File: src/rtl/mem_stage_pkg.sv
// ============================================================================
//  Module  : mem_stage_pkg
//  Brief   : Shared types and constants for the RV32I MEM stage.
//  Rev     : 1.0
// ============================================================================
`default_nettype none

package mem_stage_pkg;

    typedef enum logic [3:0] {
        MEM_NONE = 4'd0,
        MEM_LB   = 4'd1,
        MEM_LH   = 4'd2,
        MEM_LW   = 4'd3,
        MEM_LBU  = 4'd4,
        MEM_LHU  = 4'd5,
        MEM_SB   = 4'd6,
        MEM_SH   = 4'd7,
        MEM_SW   = 4'd8
    } mem_op_e;

    typedef enum logic [1:0] {
        ST_IDLE = 2'd0,
        ST_REQ  = 2'd1,
        ST_XFER = 2'd2,
        ST_DONE = 2'd3
    } state_e;

    localparam int RegLen     = 32;
    localparam int RegAddrLen = 5;
    localparam logic [RegLen-1:0] ZERO_WORD = '0;

    // Undefined encodings fold onto NONE so they behave as pass-through.
    function automatic mem_op_e decode_op(input logic [3:0] raw);
        if (raw > 4'd8) begin
            return MEM_NONE;
        end
        return mem_op_e'(raw);
    endfunction

    function automatic logic [2:0] xfer_len(input mem_op_e op);
        case (op)
            MEM_LB, MEM_LBU, MEM_SB: return 3'd1;
            MEM_LH, MEM_LHU, MEM_SH: return 3'd2;
            MEM_LW, MEM_SW:          return 3'd4;
            default:                 return 3'd0;
        endcase
    endfunction

    function automatic logic is_store(input mem_op_e op);
        return (op == MEM_SB) || (op == MEM_SH) || (op == MEM_SW);
    endfunction

endpackage

`default_nettype wire

File: src/rtl/mem_stage_load_ext.sv
// ============================================================================
//  Module  : mem_stage_load_ext
//  Brief   : Assembles captured load bytes and applies sign/zero extension.
//  Rev     : 1.0
// ============================================================================
`default_nettype none

module mem_stage_load_ext
    import mem_stage_pkg::*;
(
    input  mem_op_e            i_op,
    input  logic [RegLen-1:0]  i_raw,
    output logic [RegLen-1:0]  o_data
);

    always_comb begin
        o_data = ZERO_WORD;
        case (i_op)
            MEM_LB:  o_data = {{24{i_raw[7]}}, i_raw[7:0]};
            MEM_LBU: o_data = {24'h0, i_raw[7:0]};
            MEM_LH:  o_data = {{16{i_raw[15]}}, i_raw[15:0]};
            MEM_LHU: o_data = {16'h0, i_raw[15:0]};
            MEM_LW:  o_data = i_raw;
            default: o_data = ZERO_WORD;
        endcase
    end

endmodule

`default_nettype wire

File: src/rtl/mem_stage.sv
// ============================================================================
//  Module  : mem_stage
//  Brief   : RV32I MEM stage; byte-serial loads/stores over the shared RAM bus.
//  Rev     : 1.0
// ============================================================================
`default_nettype none

module mem_stage
    import mem_stage_pkg::*;
#(
    parameter int ADDR_W = 32
) (
    input  logic                  clk,
    input  logic                  rst,
    input  logic                  rdy,
    input  logic                  ex_valid,
    input  logic [3:0]            ex_mem_op,
    input  logic [RegLen-1:0]     ex_rd_data,
    input  logic [RegAddrLen-1:0] ex_rd_addr,
    input  logic                  ex_rd_enable,
    input  logic [31:0]           ex_mem_addr,
    input  logic [31:0]           ex_store_data,
    output logic [RegLen-1:0]     mem_rd_data,
    output logic [RegAddrLen-1:0] mem_rd_addr,
    output logic                  mem_rd_enable,
    output logic                  mem_stall_req,
    output logic                  bus_req,
    input  logic                  bus_gnt,
    output logic [ADDR_W-1:0]     bus_addr,
    output logic [7:0]            bus_wdata,
    output logic                  bus_wr,
    input  logic [7:0]            bus_rdata
);

    state_e              r_state;
    state_e              w_state_nxt;
    logic [2:0]          r_cnt;
    logic [2:0]          w_cnt_nxt;
    mem_op_e             r_op;
    logic [ADDR_W-1:0]   r_addr;
    logic [31:0]         r_sdata;
    logic [RegLen-1:0]   r_rbytes;

    mem_op_e             w_ex_op;
    logic                w_start;
    logic [2:0]          w_len;
    logic                w_store;
    logic [2:0]          w_cnt_addr;
    logic [ADDR_W-1:0]   w_xfer_addr;
    logic [1:0]          w_cap_idx;
    logic                w_capture;
    logic [RegLen-1:0]   w_load_result;

    assign w_ex_op   = decode_op(ex_mem_op);
    assign w_start   = ex_valid && (w_ex_op != MEM_NONE);
    assign w_len     = xfer_len(r_op);
    assign w_store   = is_store(r_op);
    // The capture-only cycle of a load re-drives the last byte address.
    assign w_cnt_addr  = (r_cnt == w_len) ? (r_cnt - 3'd1) : r_cnt;
    assign w_xfer_addr = r_addr + ADDR_W'(w_cnt_addr);
    assign w_cap_idx   = 2'(r_cnt - 3'd1);
    assign w_capture   = (r_state == ST_XFER) && !w_store && (r_cnt != 3'd0);

    mem_stage_load_ext u_load_ext (
        .i_op   (r_op),
        .i_raw  (r_rbytes),
        .o_data (w_load_result)
    );

    always_ff @(posedge clk) begin
        if (rst) begin
            r_state  <= ST_IDLE;
            r_cnt    <= 3'd0;
            r_op     <= MEM_NONE;
            r_addr   <= '0;
            r_sdata  <= '0;
            r_rbytes <= ZERO_WORD;
        end else if (rdy) begin
            r_state <= w_state_nxt;
            r_cnt   <= w_cnt_nxt;
            if ((r_state == ST_IDLE) && w_start) begin
                r_op     <= w_ex_op;
                r_addr   <= ADDR_W'(ex_mem_addr);
                r_sdata  <= ex_store_data;
                r_rbytes <= ZERO_WORD;
            end
            // Read data lags its address by one cycle, so byte cnt-1 lands now.
            if (w_capture) begin
                r_rbytes[{w_cap_idx, 3'b000} +: 8] <= bus_rdata;
            end
        end
    end

    always_comb begin
        w_state_nxt   = r_state;
        w_cnt_nxt     = r_cnt;
        mem_rd_data   = ex_rd_data;
        mem_rd_addr   = ex_rd_addr;
        mem_rd_enable = 1'b0;
        mem_stall_req = 1'b0;
        bus_req       = 1'b0;
        bus_addr      = '0;
        bus_wdata     = 8'h00;
        bus_wr        = 1'b0;

        case (r_state)
            ST_IDLE: begin
                mem_rd_enable = ex_valid && ex_rd_enable;
                if (w_start) begin
                    mem_rd_enable = 1'b0;
                    mem_stall_req = 1'b1;
                    w_state_nxt   = ST_REQ;
                end
            end
            ST_REQ: begin
                bus_req       = 1'b1;
                mem_stall_req = 1'b1;
                if (bus_gnt) begin
                    w_state_nxt = ST_XFER;
                    w_cnt_nxt   = 3'd0;
                end
            end
            ST_XFER: begin
                bus_req       = 1'b1;
                mem_stall_req = 1'b1;
                bus_addr      = w_xfer_addr;
                if (w_store) begin
                    bus_wr    = 1'b1;
                    bus_wdata = r_sdata[{r_cnt[1:0], 3'b000} +: 8];
                    if (r_cnt == (w_len - 3'd1)) begin
                        w_state_nxt = ST_DONE;
                        w_cnt_nxt   = 3'd0;
                    end else begin
                        w_cnt_nxt = r_cnt + 3'd1;
                    end
                end else begin
                    if (r_cnt == w_len) begin
                        w_state_nxt = ST_DONE;
                        w_cnt_nxt   = 3'd0;
                    end else begin
                        w_cnt_nxt = r_cnt + 3'd1;
                    end
                end
            end
            ST_DONE: begin
                w_state_nxt = ST_IDLE;
                if (!w_store) begin
                    mem_rd_data   = w_load_result;
                    mem_rd_enable = ex_rd_enable;
                end
            end
            default: begin
                w_state_nxt = ST_IDLE;
            end
        endcase

        if (rst) begin
            mem_rd_data   = ZERO_WORD;
            mem_rd_addr   = '0;
            mem_rd_enable = 1'b0;
            mem_stall_req = 1'b0;
            bus_req       = 1'b0;
            bus_addr      = '0;
            bus_wdata     = 8'h00;
            bus_wr        = 1'b0;
        end
    end

endmodule

`default_nettype wire
File: config.mk
export PLATFORM = sky130hd
export DESIGN_NAME = mem_stage
export DESIGN_NICKNAME = d
export VERILOG_FILES = /design/src/rtl/mem_stage_pkg.sv /design/src/rtl/mem_stage_load_ext.sv /design/src/rtl/mem_stage.sv
export SDC_FILE = /design/constraint.sdc
export NUM_CORES = 1
export LEC_CHECK = 0
export CORE_UTILIZATION = 40
export DETAILED_ROUTE_END_ITERATION = 8
export PLACE_DENSITY_LB_ADDON = 0.2
export SKIP_LAST_GASP = 1
export SYNTH_ARGS = -nofsm -noshare
export SYNTH_HDL_FRONTEND = slang
export SYNTH_SLANG_ARGS = --single-unit
File: constraint.sdc
create_clock -name clk -period 5.5 [get_ports clk]
set_input_delay 1.1 -clock clk [delete_from_list [all_inputs] [get_ports clk]]
set_output_delay 1.1 -clock clk [all_outputs]
set_load 0.005 [all_outputs]
Word-level counts from Yosys, hierarchy flattened
Memories as Yosys holds them, arrays and structs flattened. A register that Yosys moved wholly into a read port is not among the register bits.
Cells that the tools add are included.
{"block": "op_classes", "add_sub_neg": 5, "magnitude_cmp": 1, "n_eq_ne": 17, "n_shift": 3, "mux": 44, "reduce_logical": 16}
{"operator": "$mux 32", "count": 9}
{"operator": "$pmux 32 s5", "count": 1}
{"operator": "$add 32x3->32", "count": 1}
{"operator": "$bwmux 32", "count": 1}
{"operator": "$shift 8x7->32 const A", "count": 1}
{"operator": "$shiftx 32x6->8", "count": 1}
{"operator": "$shiftx 8x7->32", "count": 1}
{"operator": "$mux 8", "count": 3}
{"operator": "$eq 4x3->1 const B", "count": 4}
{"operator": "$mux 4", "count": 4}
{"operator": "$mux 3", "count": 5}
{"operator": "$mux 1", "count": 11}
{"operator": "$mux 2", "count": 5}
{"operator": "$eq 4x2->1 const B", "count": 2}
{"operator": "$pmux 2 s4", "count": 1}
{"operator": "$neg 5->7", "count": 1}
{"operator": "$eq 3x3->1", "count": 2}
{"operator": "$pmux 3 s2", "count": 1}
{"operator": "$sub 3x1->3 const B", "count": 2}
{"operator": "$logic_and 1x1->1", "count": 5}
{"operator": "$mux 5", "count": 1}
{"operator": "$reduce_and 5->1", "count": 1}
{"operator": "$eq 2x2->1 const B", "count": 2}
{"operator": "$eq 4x1->1 const B", "count": 1}
{"operator": "other kinds (17)", "count": 20}
{"block": "totals", "reg_bits": 105, "mem_bits_ro": 48, "input_bits": 119, "n_memories": 1}
{"memory": "(no name shown)", "depth": 16, "width": 3, "read_ports": 1, "rd_clocked_by_memory_dff": 1, "wr": 0, "line_no": "mem_stage_pkg.sv:42", "rtl": "case (op)"}

Logic depth before layout (Yosys ltp)
Gate-level depths: netlist of the first run.
{"block": "depth", "depth_word": 11, "depth_mapped": 13}

By module
A second synthesis of the first run with hierarchy kept.
{"block": "unflattened", "hier_cells": 805, "hier_area_um2": 6279.8}
{"mod": "mem_stage", "n_inst": 1, "cells_each": 758, "area_each_um2": 5903.2}
{"mod": "mem_stage_load_ext", "n_inst": 1, "cells_each": 47, "area_each_um2": 376.6}

Worst setup path after synthesis of the first run
No wires, ideal clock.
{"block": "synth_path", "path_kind": "register to output", "start": "reg r_cnt[0]", "end": "out bus_addr[26]", "t_arrival_ns": 3.164, "t_required_ns": 4.400, "setup_slack_ns": 1.236, "path_stages_with_launch": 14, "cell_sequence": "dfxtp_1 -> clkbuf_1 -> xor2_1 -> nor3_1 -> inv_1 -> ha_1 -> ha_1 -> fa_1 -> a21oi_1 -> or4b_1 -> buf_2 -> nor4_2 -> xnor2_1 -> nor2_1"}
{"block": "synth_between", "elab_chain_cells": 5, "elab_cells_between_ends": 6}
{"item": "start, declared", "line_no": "mem_stage.sv:37", "rtl": "logic [2:0] r_cnt;"}
{"item": "start signal, assigned", "line_no": "mem_stage.sv:80", "rtl": "r_cnt <= w_cnt_nxt;"}
{"item": "$sub 3x1->3 or $eq 3x3->1 (tied branches)"}
{"item": "$mux 3 (*)", "line_no": "mem_stage.sv:59", "rtl": "assign w_cnt_addr = (r_cnt == w_len) ? (r_cnt - 3'd1) : r_cnt;"}
{"item": "$add 32x3->32 (*)", "line_no": "mem_stage.sv:60", "rtl": "assign w_xfer_addr = r_addr + ADDR_W'(w_cnt_addr);"}
{"item": "$mux 32 (*)", "line_no": "mem_stage.sv:106", "rtl": "case (r_state)"}
{"item": "$mux 32 (*)", "line_no": "mem_stage.sv:157", "rtl": "if (rst) begin"}
{"item": "end, declared", "line_no": "mem_stage.sv:29", "rtl": "output logic [ADDR_W-1:0] bus_addr,"}
Mark *: on every way between the ends. The rest lies on a longest branch, timed or not.

Worst setup path in the final report of the first run
{"block": "layout_path", "start": "reg r_cnt[0]", "end": "out bus_addr[12]"}
Same word-level chain as after synthesis.

==> out/qor.csv, run 1 <==
stage,metric,value,unit
worst_setup_path,startpoint_type,flop,
final_layout,area_delta_synth_final,38.7,%
clocking,cts_buffer_depth,2,
clocking,clk_pin_slew,0.07,ns
final_layout,drive_above_1_share,0.0548,
floorplanning,die_area,16000,sq um
worst_hold_path,hold_path.class,flop to flop,
clocking,cts_made_buffers,9,
sta,period_minus_slack,5.09,ns
power_and_ir_drop,seqPwrFrac,0.463,
global_route,antenna_found_initial,0,
sta,tightest_slew,1.34,ns
synthesis,synth-async-reset-ratio,0,
worst_setup_path,cpMostUsedCell,a21oi_1,
final_layout,num_antenna_cells,0,
global_route,grt_pass1_wl,29500,microns
detailed_routing,dr.pass1.iters,5,
floorplanning,coreArea,15100,sq um
synthesis,synth_cell_types,64,
sta,setup_ws,0.407,ns
place,dp_slack,0.576,ns
sta,fin_hold_ws,0.458,ns
detailed_routing,ant_nets,0,
place,hpwl,13200,microns
place,placed_cells,1140,
synthesis,synth-edff-count,0,
worst_setup_path,arrival,3.99,ns
floorplanning,ioPinCount,200,
floorplanning,fp.dieH,126,microns
sta,fin_skew,0.0124,ns
global_route,grt_pass1_vias,5877,
power_and_ir_drop,power_density,209,nW/um^2
worst_setup_path,crit_fanout,18,
synthesis,synth.yosys.seq_area_share,0.350,
status,status,finished clean,
synthesis,avgSynthCellArea,7.73,sq um
clocking,ctsHoldBuffers,0,
worst_setup_path,crit_type,flop to output port,
sta,setup_tns,0,ns
synthesis,synth_area,6180,sq um
place,portBuffers,199,
power_and_ir_drop,netSwitchingFraction,0.258,
global_route,overflow,0,
place,gp_congestion,0.870,
detailed_routing,drt_wl_total,18000,microns
worst_setup_path,cp_cell_sequence,buf_4 -> inv_1 -> ha_1 -> a21oi_1 -> fa_1 -> a21oi_1 -> or4b_4 -> or3_1 -> a21oi_1 -> clkdlybuf4s50_1,
synthesis,syn_nets,937,
sta,finalHoldViolCount,0,
worst_setup_path,end_kind,output port,
sta,fmax,196,MHz
sta,drv_slew,0,
detailed_routing,drc,0,
final_layout,nets,1101,
clocking,clock_latency,0.35,ns
clocking,cts_sinks,108,
power_and_ir_drop,combPwrFrac,0.177,
floorplanning,rows,45,
power_and_ir_drop,p_leak,2.81,nW
detailed_routing,num_vias,6302,
detailed_routing,viasPerCell,5.45,
final_layout,fin_cells,1156,
floorplanning,die_x,126,microns
power_and_ir_drop,ir_drop,0.145,mV
detailed_routing,wl_per_cell,15.6,microns
place,dpl-instance-area,8270,sq um
clocking,cts_tree,done,
synthesis,synth_cells,799,
clocking,root_buffer,clkbuf_16,
worst_setup_path,r2r_slack,2.71,ns
sta,setup_viol,0,
sta,rsz0062_at_grt,false,
worst_setup_path,max_stage_delay,0.66,ns
sta,maxSlewHeadroom,0.100,
power_and_ir_drop,p_int,0.00133,W
power_and_ir_drop,p_switching,0.000461,W
final_layout,finalInstanceArea,8570,sq um
worst_setup_path,slowest_stage,or4b_4,
clocking,ctsHtreeMaxLevel,3,
final_layout,multi_input_area,3750,sq um
sta,fin_crit_sh,0.926,
synthesis,synthFlopType,dfxtp_1,
flow_run,maxCapViolations,0,
final_layout,seqCellArea,2160,sq um
global_route,grt_max_degree,85,
final_layout,fillers,1412,
synthesis,ys_warn_count,0,
detailed_routing,drtIter0Drc,425,
global_route,grt_use_total,0.228,
synthesis,synth_seq_cells,108,
power_and_ir_drop,power_frac_clock,0.361,
floorplanning,start_util,0.408,
worst_setup_path,cp_data_required_time,4.40,ns
-- state kept, by name, summed over array words and instances, names as in the netlist --
| signal | flops |
|---|---|
| r_addr | 32 |
| r_rbytes | 32 |
| r_op | 4 |
| r_sdata | 32 |
| w_len | 3 |
| r_state | 2 |
| r_cnt | 3 |
-- repair_timing --
item / CTS / global route
gates resized for setup: 0 / 2
setup endpoints to repair: 0 / 6
buffers inserted: 0 / 0
-- power groups by stage --
stage / Combinational (W) / Clock [W] / Sequential, W
floorplan: 0.000155 / 0 / 0.000837
global placement: 0.000315 / 0 / 0.000845
detailed placement: 0.000315 / 0 / 0.000846
CTS: 0.000318 / 0.000661 / 0.000828
global route: 0.000349 / 0.000692 / 0.000831
finish: 0.000316 / 0.000646 / 0.000828
-- cell usage in the layout (no fill, tap or decap), types with 3 or more instances in the layout --
master and count:
and3_1 4, a22oi_1 12, ha_1 18, nor3_1 9, inv_1 16, nand4_1 8
nand3b_1 4, nand2_1 172, or3_1 13, mux2i_1 3, xnor2_1 18, buf_4 11
nand3_1 14, mux4_2 8, a2bb2oi_1 9, nor4b_1 3, nor2_1 65, nand2b_1 4
and2_1 9, dfxtp_1 108, a21oi_1 124, xor2_1 7, clkbuf_16 9, o21a_1 3
clkdlybuf4s50_1 198, nor4_1 7, a32o_1 24, o21ai_0 14, nor2b_1 6, nor4_2 6
a22o_1 8, a21o_1 5
-- layout make-up --
| class | instances | share of cell area |
|---|---|---|
| Clock buffer | 11 | 0.0272 |
| Timing Repair Buffer | 209 | 0.241 |
| Tap cell | 188 | 0.0275 |
| Multi-Input combinational cell | 619 | 0.438 |
| Inverter | 16 | 0.00701 |
| Clock inverter | 5 | 0.00701 |
| Sequential cell | 108 | 0.252 |
-- cells in the mapped netlist (all sizes together), types with 2 or more instances --
master     n  area share
nand2    173        0.11
a21oi    125        0.10
dfxtp    108        0.35
nor2      65       0.039
clkbuf    32       0.019
a32o      24       0.039
buf       24       0.018
ha        18       0.036
xnor2     18       0.026
inv       16      0.0097
nand3     15       0.012
o21ai     14       0.011
nor4      13       0.019
or3       13       0.013
a22oi     12       0.015
nor3      10      0.0081
a2bb2oi    9       0.013
and2       9      0.0091
nand4      9       0.012
a22o       8       0.011
mux4       8       0.029
xor2       7      0.0099
nor2b      6      0.0061
a21o       5      0.0061
and3       5      0.0051
nand2b     4      0.0040
nand3b     4      0.0049
and4       3      0.0047
mux2i      3      0.0049
nor4b      3      0.0043
o21a       3      0.0036
or4        3      0.0043
or4b       3      0.0049
a211oi     2      0.0024
a221oi     2      0.0038
a31oi      2      0.0020
and4b      2      0.0032
o31a       2      0.0028
-- layer usage --
layer / global-route usage / wire length [microns] / vias up
met5: 0 / 0 / -
met4: 0.0609 / 161 / 0
met3: 0.0346 / 882 / 10
met2: 0.381 / 8460 / 182
met1: 0.307 / 8520 / 2942
li1: - / - / 3168
-- kinds of logic after synthesis --
| kind of cell | count (synthesis) | synth area share |
|---|---|---|
| mux | 12 | 0.0358 |
| flops | 108 | 0.350 |
| xor+xnor | 25 | 0.0354 |
| buf+inv | 72 | 0.0476 |
| simple gates | 345 | 0.266 |
| compound gates | 218 | 0.225 |
| fa+ha+maj | 19 | 0.0397 |
-- worst paths after layout --
kind                            startpoint                        to  depth (start not counted)
hold / removal    r_sdata[16]$_SDFFE_PP0N_  r_sdata[16]$_SDFFE_PP0N_                          2
setup / recovery     r_cnt[0]$_SDFFE_PP0P_              bus_addr[12]                         10
hold reg to reg   r_sdata[16]$_SDFFE_PP0N_  r_sdata[16]$_SDFFE_PP0N_                          2
setup reg to reg     r_cnt[0]$_SDFFE_PP0P_  r_rbytes[9]$_SDFFE_PP0P_                          6
-- metrics by stage --
step	util	total power [W]
6_report	0.566	0.00179
5_1_grt	0.566	0.00187
3_5_place_dp	0.546	0.00116
4_1_cts	0.565	0.00181
3_3_place_gp	0.546	0.00116
2_1_floorplan	-	0.000992
-- critical path, delay by kind of cell (launching register included) --
family | cells | cell delay [ns]
compound gates | 3 | 0.54
fa+ha+maj | 2 | 0.70
buf+inv | 3 | 1.01
flops | 1 | 0.35
simple gates | 2 | 1.04
Note: power is estimated with default switching activity, not from simulation.
==> inputs of run 2 (changes only) <==
--- a/config.mk
+++ b/config.mk
@@ -5,10 +5,10 @@
 export SDC_FILE = /design/constraint.sdc
 export NUM_CORES = 1
 export LEC_CHECK = 0
+export CAP_MARGIN = 10
 export CORE_UTILIZATION = 40
 export DETAILED_ROUTE_END_ITERATION = 8
 export PLACE_DENSITY_LB_ADDON = 0.2
-export SKIP_LAST_GASP = 1
 export SYNTH_ARGS = -nofsm -noshare
 export SYNTH_HDL_FRONTEND = slang
 export SYNTH_SLANG_ARGS = --single-unit
==> run 2 against run 1 <==
Against the previous run: clock skew shrank 0.0018 ns; largest cell class unchanged; design area barely moved; critical path depth unchanged; first-iteration DRC count is 2.6% lower.
==> out/qor.csv, run 2 (same netlist as run 1, synthesis figures left out) <==
stage,metric,value,unit
worst_setup_path,r2r_slack,2.88,ns
sta,fin_skew,0.0106,ns
worst_setup_path,crit_type,flop to output port,
worst_setup_path,cp_cell_sequence,buf_4 -> inv_1 -> ha_1 -> a21oi_1 -> fa_1 -> a21oi_1 -> or4b_4 -> or3_1 -> a21oi_1 -> clkdlybuf4s50_1,
place,portBuffers,199,
final_layout,nets,1102,
place,hpwl,13200,microns
sta,tightest_slew,1.06,ns
clocking,cts_setup_buffers,0,
clocking,cts_sinks,108,
sta,fin_hold_ws,0.461,ns
detailed_routing,wl_per_cell,15.6,microns
sta,rsz0062_at_grt,false,
sta,finalHoldViolCount,0,
global_route,grt_use_total,0.228,
place,dp_slack,0.576,ns
clocking,cts_tree,done,
detailed_routing,drc,0,
final_layout,area_delta_synth_final,38.7,%
worst_setup_path,max_stage_delay,0.66,ns
floorplanning,coreArea,15100,sq um
worst_setup_path,critPathBufInv,3,
detailed_routing,viasPerCell,5.44,
worst_setup_path,critPathTopFamily,simple AND/OR/NAND/NOR gates,
global_route,use_met1,0.307,
clocking,cts_resized,0,
status,status,finished clean,
flow_run,maxCapViolations,0,
worst_setup_path,end_kind,output port,
detailed_routing,num_vias,6299,
global_route,overflow,0,
final_layout,drive_above_1_share,0.0557,
global_route,antenna_found_initial,0,
clocking,cts_made_buffers,9,
floorplanning,die_x,126,microns
floorplanning,fp.dieH,126,microns
worst_setup_path,cp_data_required_time,4.40,ns
detailed_routing,dr.pass1.iters,5,
detailed_routing,drt_wl_total,18000,microns
final_layout,final_cell_mix,"clkdlybuf4s50_1 (198), nand2_1 (172), a21oi_1 (124)",
worst_setup_path,crit_fanout,18,
sta,setup_viol,0,
place,placed_cells,1140,
sta,period_minus_slack,5.08,ns
global_route,grt_pass1_wl,29500,microns
clocking,root_buffer,clkbuf_16,
floorplanning,start_util,0.408,
worst_setup_path,slowest_stage,or4b_4,
final_layout,layout_commonest_cell,clkdlybuf4s50_1,
global_route,busiest_layer,met2,
power_and_ir_drop,p_leak,2.81,nW
clocking,clk_pin_slew,0.07,ns
detailed_routing,drtIter0Drc,414,
worst_setup_path,startpoint_type,flop,
global_route,grt_pass1_vias,5877,
power_and_ir_drop,ir_drop,0.145,mV
final_layout,num_antenna_cells,0,
sta,maxSlewHeadroom,0.293,
floorplanning,ioPinCount,200,
worst_hold_path,hold_path.class,flop to flop,
worst_setup_path,cpMostUsedCell,a21oi_1,
sta,fin_crit_sh,0.924,
final_layout,layout_top_registers,"r_addr: 32 flops, r_rbytes: 32 flops, r_sdata: 32 flops",
clocking,clock_latency,0.35,ns
final_layout,fin_cells,1157,
detailed_routing,ant_nets,0,
clocking,ctsHoldBuffers,0,
clocking,ctsHtreeMaxLevel,3,
final_layout,fillers,1411,
place,gp_congestion,0.870,
worst_setup_path,arrival,3.98,ns
sta,drv_slew,0,
floorplanning,die_area,16000,sq um
sta,setup_tns,0,ns
clocking,cts_buffer_depth,2,
global_route,met2_usage,0.381,
floorplanning,rows,45,
power_and_ir_drop,power_density,209,nW/um^2
global_route,grt_util_met3,0.0346,
global_route,grt_max_degree,85,
sta,setup_ws,0.420,ns
sta,fmax,197,MHz
run 2: cell count changes in the layout (fill, tap and decap cells not counted), sizes merged:
cell | previous run | this run
clkbuf | 11 | 12
run 2: area by class of cell:
cell class                 instances  area [sq um]  share of cell area
clock inverter                     5          60.1             0.00701
timing repair buffer             210          2070               0.241
tap                              188           235              0.0274
clock buffer                      11           233              0.0271
sequential                       108          2160               0.252
inverter                          16          60.1             0.00701
multi-input combinational        619          3750               0.438
run 2: tightest hold or removal path, cell delays in order, from the launching register on:
cell     delay [ns]
dfxtp_1        0.32
nand2_1        0.05
a21oi_1        0.05
run 2: path summary, 6_finish.rpt:
kind                                start                       to  cells after the start
hold reg to reg   r_sdata[3]$_SDFFE_PP0N_  r_sdata[3]$_SDFFE_PP0N_                      2
setup reg to reg  r_state[0]$_SDFFE_PP0P_   r_addr[8]$_SDFFE_PP0N_                      7
hold / removal    r_sdata[3]$_SDFFE_PP0N_  r_sdata[3]$_SDFFE_PP0N_                      2
setup / recovery    r_cnt[0]$_SDFFE_PP0P_             bus_addr[12]                     10
run 2: stage by stage:
| stage | utilization | cell area [sq um] | total power (W) |
|---|---|---|---|
| 3_3_place_gp | 0.546 | 8270 | 0.00116 |
| 6_report | 0.566 | 8570 | 0.00179 |
| 5_1_grt | 0.566 | 8570 | 0.00187 |
| 4_1_cts | 0.565 | 8560 | 0.00181 |
| 3_5_place_dp | 0.546 | 8270 | 0.00116 |
| 2_1_floorplan | - | 6180 | 0.000992 |
run 2: power breakdown:
group / internal, W / leakage (nW) / switching [W] / total (W)
Sequential: 0.000804 / 0.874 / 0.0000239 / 0.000828
Combinational: 0.000169 / 1.80 / 0.000147 / 0.000316
Clock: 0.000355 / 0.140 / 0.000291 / 0.000646
run 2: layer usage:
metal | vias to the layer above | wire length, microns
met1 | 2958 | 8540
met2 | 166 | 8500
li1 | 3166 | -
met4 | 0 | 159
met5 | - | 0
met3 | 9 | 838
==> inputs of run 3 (changes only) <==
--- a/config.mk
+++ b/config.mk
@@ -9,6 +9,7 @@
 export CORE_UTILIZATION = 40
 export DETAILED_ROUTE_END_ITERATION = 8
 export PLACE_DENSITY_LB_ADDON = 0.2
+export REMOVE_ABC_BUFFERS = 1
 export SYNTH_ARGS = -nofsm -noshare
 export SYNTH_HDL_FRONTEND = slang
 export SYNTH_SLANG_ARGS = --single-unit
==> run 3 against run 2 <==
Against the previous run: critical path depth rose by 2; sequential power barely moved; clock skew barely moved; die area did not move; count of clock-buffer cells in the layout fell by 1; critical path type unchanged; highest routed layer unchanged.
==> out/qor.csv, run 3 (same netlist as run 1, synthesis figures left out) <==
stage,metric,value,unit
sta,period_minus_slack,5.11,ns
sta,finalHoldViolCount,0,
sta,setup_viol,0,
flow_run,maxCapViolations,0,
worst_setup_path,slowest_stage,or4b_1,
clocking,ctsHtreeMaxLevel,3,
floorplanning,start_util,0.408,
detailed_routing,num_vias,6304,
clocking,cts_sinks,108,
final_layout,num_antenna_cells,0,
worst_setup_path,crit_fanout,14,
sta,setup_ws,0.390,ns
floorplanning,ioPinCount,200,
detailed_routing,met3_wirelength,872,microns
floorplanning,die_x,126,microns
place,gp_congestion,0.828,
worst_setup_path,r2r_slack,2.92,ns
clocking,cts_buffer_depth,2,
power_and_ir_drop,power_density,207,nW/um^2
detailed_routing,routedLengthMet1,8160,microns
detailed_routing,drc,0,
worst_setup_path,end_kind,output port,
final_layout,fillers,1463,
detailed_routing,viasPerCell,5.43,
clocking,clk_pin_slew,0.08,ns
power_and_ir_drop,p_leak,2.83,nW
global_route,grt_pass1_wl,29000,microns
worst_setup_path,crit_type,flop to output port,
worst_hold_path,min_from,r_sdata[17]$_SDFFE_PP0N_,
global_route,antenna_found_initial,0,
global_route,overflow,0,
final_layout,utilization,0.566,
detailed_routing,routed-wl-met2,8310,microns
place,hpwl,12700,microns
global_route,grt_use_total,0.222,
sta,maxSlewHeadroom,0.315,
final_layout,layout_top_registers,"r_addr: 32 flops, r_rbytes: 32 flops, r_sdata: 32 flops",
clocking,root_buffer,clkbuf_16,
floorplanning,coreArea,15100,sq um
worst_hold_path,hold_path.class,flop to flop,
place,portBuffers,199,
worst_setup_path,reg2reg_from,r_state[1]$_SDFFE_PP0P_,
detailed_routing,dr.pass1.iters,5,
power_and_ir_drop,ir_drop,0.183,mV
worst_setup_path,startpoint_type,flop,
floorplanning,fp.dieH,126,microns
worst_setup_path,critPathLaunch,r_cnt[0]$_SDFFE_PP0P_,
clocking,cts_made_buffers,9,
detailed_routing,drtIter0Drc,468,
place,placed_cells,1143,
global_route,grt_max_degree,65,
final_layout,area_delta_synth_final,38.8,%
place,dp_slack,0.639,ns
worst_setup_path,max_stage_delay,0.79,ns
final_layout,final_cell_mix,"clkdlybuf4s50_1 (198), nand2_1 (172), a21oi_1 (124)",
detailed_routing,ant_nets,0,
floorplanning,die_area,16000,sq um
final_layout,nets,1105,
sta,tightest_slew,1.03,ns
sta,drv_slew,0,
sta,fmax,196,MHz
clocking,ctsHoldBuffers,0,
sta,rsz0062_at_grt,false,
worst_setup_path,arrival,4.01,ns
sta,setup_tns,0,ns
final_layout,fin_cells,1160,
sta,fin_crit_sh,0.929,
worst_setup_path,cp_cell_sequence,xor2_1 -> nor3_1 -> buf_4 -> inv_1 -> ha_1 -> ha_1 -> fa_1 -> a21oi_1 -> or4b_1 -> or3_1 -> a21oi_1 -> clkdlybuf4s50_1,
sta,fin_skew,0.0107,ns
detailed_routing,top_layer,met4,
global_route,grt_pass1_vias,5782,
clocking,cts_setup_buffers,0,
floorplanning,rows,45,
final_layout,layout_commonest_cell,clkdlybuf4s50_1,
final_layout,drive_above_1_share,0.0597,
clocking,cts_resized,0,
clocking,cts_tree,done,
worst_setup_path,cp_data_required_time,4.40,ns
status,status,finished clean,
clocking,clock_latency,0.35,ns
detailed_routing,wl_per_cell,15.1,microns
detailed_routing,drt_wl_total,17500,microns
## run 3: cell types whose count changed in the layout (fill, tap and decap cells not counted), sizes merged
cell / delta
bufinv: -1
clkinv: -1
buf: +4
clkbuf: -2
inv: +3
## run 3: final timing paths
| path | cells past startpoint | end |
|---|---|---|
| max | 12 | bus_addr[12] |
| max reg2reg | 7 | r_addr[17]$_SDFFE_PP0N_ |
| min reg2reg | 2 | r_sdata[17]$_SDFFE_PP0N_ |
| min | 2 | r_sdata[17]$_SDFFE_PP0N_ |
## run 3: per-stage QoR
step | hold slack [ns] | area, sq um | total power, W
detailed placement | 0.444 | 8280 | 0.00116
global placement | 0.441 | 8280 | 0.00116
finish | 0.453 | 8580 | 0.00178
global route | 0.468 | 8580 | 0.00187
CTS | 0.455 | 8570 | 0.00179
floorplan | 0.427 | 5950 | 0.000974
## run 3: critical path, delay by kind of cell (launching register included)
kind / cells / cell delay, ns
DFF: 1 / 0.39
AOI/OAI and AO/OA: 2 / 0.27
buffers and inverters: 3 / 0.71
xor gates and xnor gates: 1 / 0.19
adders and majority gates: 3 / 0.67
and+or+nand+nor: 3 / 1.41
## run 3: per-layer routing
metal / GRT usage / up-vias
met5: 0 / -
met4: 0.0496 / 0
met3: 0.0413 / 16
met2: 0.364 / 177
met1: 0.304 / 2944
li1: - / 3167
## run 3: layout make-up
type                            count  area (sq um)  area share
Timing Repair Buffer              213          2090       0.244
Multi-Input combinational cell    619          3740       0.435
Clock inverter                      6          53.8     0.00627
Clock buffer                       10           239      0.0279
Inverter                           16          60.1     0.00700
Tap cell                          188           235      0.0274
Sequential cell                   108          2160       0.252
## run 3: where the power goes
group          switching, W  internal, W  leakage, nW
sequential        0.0000234     0.000804        0.875
clock              0.000308     0.000329        0.142
combinational      0.000144     0.000170         1.81
total              0.000476      0.00130         2.83
